==> config.mk <==
export PLATFORM = sky130hd
export DESIGN_NAME = reg_file
export DESIGN_NICKNAME = d
export VERILOG_FILES = /design/src/rtl/reg_file.sv
export SDC_FILE = /design/constraint.sdc
export NUM_CORES = 1
export LEC_CHECK = 0
export BUFFER_PORTS_ARGS = -buffer_cell sky130_fd_sc_hd__buf_2
export CAP_MARGIN = 15
export CORE_AREA = 4 4 114 116
export DETAILED_ROUTE_END_ITERATION = 8
export DIE_AREA = 0 0 118 120
export GPL_TIMING_DRIVEN = 1
export PLACE_DENSITY_LB_ADDON = 0.3
export REMOVE_ABC_BUFFERS = 1
export SYNTH_ARGS = -nofsm -noshare
export SYNTH_HDL_FRONTEND = slang
export SYNTH_SLANG_ARGS = --single-unit
==> constraint.sdc <==
create_clock -name Clk -period 1.9 [get_ports Clk]
set_clock_uncertainty 0.05 [all_clocks]
set_input_delay 0.095 -clock Clk [delete_from_list [all_inputs] [get_ports Clk]]
set_output_delay 0.095 -clock Clk [all_outputs]
set_load 0.02 [all_outputs]
==> src/rtl/reg_file.sv <==
// reg_file: sixteen DW-bit registers with two registered read operands, one write-back
// port and a merged ALU flag path into R[FLAG_REG]. Define REG_FILE_BYPASS_EN for write-to-read bypass.
module reg_file #(
  parameter int DW       = 8,
  parameter int AW       = 4,
  parameter int FLAG_REG = 12
) (
  input  logic          Clk,
  input  logic          Reset,
  input  logic [AW-1:0] RaddrA,
  input  logic [AW-1:0] RaddrB,
  input  logic          ReadEn,
  output logic [DW-1:0] DataOutA,
  output logic [DW-1:0] DataOutB,
  input  logic          WriteEn,
  input  logic [AW-1:0] Waddr,
  input  logic [DW-1:0] DataIn,
  input  logic          FlagEn,
  input  logic          ZeroIn,
  input  logic          OverflowIn,
  output logic [DW-1:0] FlagsOut
);

  localparam int NREG = 1 << AW;

  logic [DW-1:0] regs     [NREG];
  logic [DW-1:0] reg_next [NREG];
  logic [DW-1:0] rd_src   [NREG];
  logic          wr_hit;

  assign wr_hit = WriteEn && (Waddr != '0);

  // Post-write image of the whole file: general write first, then the flag bits
  // overlay it so they win when both target FLAG_REG in the same cycle.
  // NOTE: each entry gets its default assignment first, so no latch is inferred.
  always_comb begin
    for (int i = 0; i < NREG; i++) begin
      reg_next[i] = regs[i];
      if (wr_hit && (Waddr == AW'(i))) reg_next[i] = DataIn;
    end
    reg_next[0] = '0;
    if (FlagEn) reg_next[FLAG_REG][1:0] = {OverflowIn, ZeroIn};
  end

`ifdef REG_FILE_BYPASS_EN
  // Operands captured in a write cycle see the value being written.
  always_comb begin
    for (int i = 0; i < NREG; i++) rd_src[i] = reg_next[i];
  end
`else
  // Operands captured in a write cycle see the value from before the write.
  always_comb begin
    for (int i = 0; i < NREG; i++) rd_src[i] = regs[i];
  end
`endif

  // NOTE: all state uses non-blocking assignments so every register samples
  // pre-edge values regardless of statement order.
  // NOTE: the storage array is reset too, because every register must read 0 after Reset.
  always_ff @(posedge Clk) begin
    if (Reset) begin
      for (int i = 0; i < NREG; i++) regs[i] <= '0;
      DataOutA <= '0;
      DataOutB <= '0;
    end else begin
      for (int i = 0; i < NREG; i++) regs[i] <= reg_next[i];
      if (ReadEn) begin
        DataOutA <= rd_src[RaddrA];
        DataOutB <= rd_src[RaddrB];
      end
    end
  end

  assign FlagsOut = regs[FLAG_REG];

endmodule

# Word level (Yosys, flattened, before mapping)
# Memories as Yosys holds them, arrays and structs flattened.
# Cells that the tools add are included.
totals:
  regBits: 16
  latchBits: 0
  ramBits: 128
  romBits: 0
  input_bits: 27
  output_inout_bits: 24
  wordCells: 96
  memories: 1
classes:
  n_addsub: 0
  multipliers: 0
  div: 0
  order_cmp: 2
  n_eq_ne: 15
  n_shift: 0
  muxes: 41
  bitwise_logic: 18
  reduce_logical: 17
memory_table:
  columns: ["name", "words", "word_bits", "read_ports", "rd_clocked_by_memory_dff", "write_ports", "line", "source"]
  rows:
  - ["regs", 16, 8, 16, 0, 16, "26", "logic [DW-1:0] regs [NREG];"]
ops:
  columns: ["cell", "n"]
  rows:
  - ["8-bit two-way mux", 35]
  - ["8-bit binary-select mux with 4-bit select", 2]
  - ["4-bit == test (second input constant)", 8]
  - ["4-bit by 3-bit == test with 1-bit output (second input constant)", 4]
  - ["1-bit logical AND", 16]
  - ["1-bit bitwise OR", 16]
  - ["5-bit >= comparator (second input constant)", 2]
  - ["4-bit inverter with 5-bit output", 2]
  - ["4-bit by 2-bit == test with 1-bit output (second input constant)", 2]
  - ["4-bit by 1-bit == test with 1-bit output (second input constant)", 1]
  - ["4-bit nonzero test", 1]
  - ["1-bit two-way mux", 3]
  - ["2-bit two-way mux", 1]

# Logic depth before layout (Yosys ltp)
logic_depth:
  depth_word: 6
  mapped_depth: 6

# Worst setup path after synthesis
# No wires, ideal clock.
synth_timing:
  path_kind: "input to register"
  startpoint: "in RaddrA[2]"
  endpoint: "reg DataOutA[7]"
  arrival_ps: 1224
  slack_ps: 506
  cell_stages: 5
  path_buffers: 1
  path_cell_list: "buf_2 > mux4_2 > mux2i_1 > nor4b_1 > a211o_1"
synth_via:
  elab_chain_cells: 4
synth_lines:
  columns: ["item", "line", "source"]
  rows:
  - ["start, declared", "10", "input logic [AW-1:0] RaddrA,"]
  - ["4-bit inverter with 5-bit output (implied by the code)", "68", "DataOutA <= rd_src[RaddrA];"]
  - ["8-bit binary-select mux with 4-bit select", "68", null]
  - ["8-bit two-way mux (implied by the code) (2 in a row)", "68", null]
  - ["end signal, assigned", "68", null]
  - ["end, declared", "13", "output logic [DW-1:0] DataOutA,"]
# No other way between the ends. The select of a mux whose other input is x is not followed.
# A chain may end at the register's enable or synchronous reset.

==> summary.txt <==
Clocking
  • Post_cts resized: 0
  • # clock sinks: 136
  • CTS max path bufs: 2
  • TritonCTS clock tree: done
  • Clk root buf: clkbuf_16
  • Worst-path clk slew: 60 ps
  • TritonCTS Buffers: 17
  • Worst-skew pair later-pin latency: 430 ps
  • Htree depth: 4

STA
  • Setup TNS: 0 ps
  • Hold Fails Final Rpt: 0
  • Finish-stage setup viols: 0
  • Fin worst setup slack: 106 ps
  • RSZ-0062 raised after global routing: no
  • Fmax: 557 MHz
  • Part of the cycle the worst path needs: 0.944
  • Min Tclk post-route: 1790 ps
  • Fin. max-slew vios: 0
  • Worst-Margin Slew: 1200 ps
  • Max-slew headroom: 0.195

Floorplan
  • FP Rows: 40
  • Ports: 51
  • Core footprint: 11900 µm²
  • Die area: 14200 µm²
  • Die H: 120 µm
  • Die W: 118 µm
  • Initial Utilization: 0.595

Final layout
  • Area Growth Syn to Fin: 13.3%
  • Sequential cell area: 2720 µm²
  • Design area: 8030 µm²
  • Final net count: 815
  • Multi-input gate area: 3970 µm²
  • Share of cells above drive strength 1: 0.226
  • Most common cell after layout, fill and taps aside: dfxtp_1
  • Commonest cells after routing, fill and taps aside: 136 x dfxtp_1, 79 x nand2_1, 78 x nor2_1
  • Fillers: 896
  • # diodes: 0

Global route
  • Total grt overflow: 0
  • Largest net degree at the start of global routing: 89
  • Initial antenna violation count: 0
  • Vias in the first global route: 6085
  • First-pass GRT wire length: 32.5 mm
  • Global Route Usage Sum: 0.289

Synthesis
  • Sequential fraction of the synthesis area: 0.384
  • Synth Register Bits: 136
  • Synth warn: 0
  • Syn Std Cell Area: 7090 µm²
  • Avg Inst Size Synth: 9.37 µm²
  • Syn Inst Count: 756
  • Netlist cell types: 30

Route
  • Routed wire per std cell: 21.6 µm
  • # DRC: 0
  • Vias: 6276
  • Top sig layer: met4
  • Met1 WL: 8.38 mm
  • First DRT Iteration DRCs: 812
  • Via density: 6.64
  • Final ANT Viol Nets: 0
  • DRT Wirelength: 20.5 mm
  • Pre-antenna DRT Iters: 8
  • Met3 wire len: 1.77 mm
  • Routed wire length on met2: 9.77 mm

Worst setup path
  • Slowest cell on the critical path: dlygate4sd3_1
  • Required @ worst endpoint: 2210 ps
  • CP endpoint kind: register
  • Top cell family by delay on the critical path: buffers and inverters
  • Critical path launch point type: primary input
  • Worst path bufs/invs: 4
  • Critical Path AT: 2110 ps
  • Crit path kind: primary input to register
  • Critical Path Most Common Cell: dlygate4sd3_1
  • Cell Chain, Critical Path: dlygate4sd3_1, buf_2, nor2_1, dlygate4sd3_1, a211oi_1, dlygate4sd3_1
  • Max stage delay on crit path: 600 ps
  • CP max FO: 1

Flow run
  • Max-Cap Viols: 0

Placed design
  • Port Buffers: 50
  • Placed cell area: 7410 µm²
  • Dpl hpwl: 13.6 mm
  • RePlAce Congestion: 0.931
  • Pre-CTS WS: 130 ps

Hold path
  • Min-Delay Path Class: primary input to register

Run status
  • Run status: finished, final reports clean

Power and ir drop
  • Worst vdd ir: 0.466 mV
  • Power Total: 6560 µW
  • Pwr/cell area: 817 nW/µm²
  • Leak Pwr: 0.00332 µW
## Yosys cell counts
master     number  area share
a211o_1        14       0.017
nor2_1         78       0.041
o21ai_1         2      0.0014
buf_4          11       0.012
buf_2          21       0.015
buf_1           3      0.0016
nand2_1        79       0.042
mux4_2         32        0.10
nand3_1         1     0.00071
mux2i_1        66       0.093
mux2_2         44       0.070
o21ai_0        72       0.051
or3_1           3      0.0026
nor3b_1         1      0.0011
dfxtp_1       136        0.38
a21oi_1        72       0.051
a2111oi_0       2      0.0025
nand3b_1        2      0.0021
clkbuf_1       36       0.019
inv_1           1     0.00053
and3_1          2      0.0018
buf_6           5      0.0079
nor4b_1        28       0.035
a22oi_1         2      0.0021
o22ai_1        14       0.012
a211oi_1        2      0.0021
nor2b_1         4      0.0035
a221oi_1       14       0.017
a221o_1         2      0.0028
nand2b_1        7      0.0062
## cell type report
type	count	share of cell area
Multi-Input combinational cell	543	0.494
Sequential cell	136	0.339
Timing Repair Buffer	89	0.0789
Clock buffer	25	0.0617
Tap cell	147	0.0229
Clock inverter	4	0.00249
Inverter	1	0.000468
## sequential cells by signal, indices dropped and copies added (netlist names)
name	flops
regs	120
DataOutB	8
DataOutA	8
## what timing repair did
action                                 in CTS  in global routing
endpoints found under the hold margin       8                  0
hold buffers                               10                  0
setup endpoints to repair                   0                  0
setup buffers                               0                  0
## report_power, final
group          switching, µW  internal [µW]  leakage, µW
sequential              41.0           2900      0.00110
combinational            419            252      0.00196
clock                   1170           1770     0.000259
total                   1630           4920      0.00332
## tightest hold or removal path, cell delays in order
cell	delay, ps
buf_2	220
nand2_1	100
a21oi_1	50
## logic make-up after synthesis
| kind of cell | count (synthesis) | synth area share |
|---|---|---|
| muxes | 142 | 0.265 |
| and+or+nand+nor | 205 | 0.136 |
| AOI/OAI and AO/OA | 196 | 0.160 |
| buffers and inverters | 77 | 0.0556 |
| DFF | 136 | 0.384 |
## worst paths after layout
kind,endpoint,cells past startpoint,start,slack (ps)
setup reg to reg,DataOutA[4],4,regs[1][36],350
setup / recovery,regs[1][32],6,ZeroIn,110
hold reg to reg,DataOutB[0],1,DataOutB[0],440
hold / removal,regs[0][44],3,DataIn[4],30
## through the flow
stage / hold slack, ps / std cells / util
after floorplan: 114 / 680 / -
after global placement: 325 / 906 / 0.622
after detailed placement: 332 / 906 / 0.622
after CTS: 23.7 / 945 / 0.674
after global routing: 34.6 / 945 / 0.674
final: 33.4 / 945 / 0.674
## metal layers
metal | vias to the layer above | track usage
met3 | 58 | 0.0598
met1 | 3048 | 0.379
met2 | 349 | 0.466
met4 | 0 | 0.124
met5 | - | 0
li1 | 2821 | -
Power figures use the tool's default switching activity.
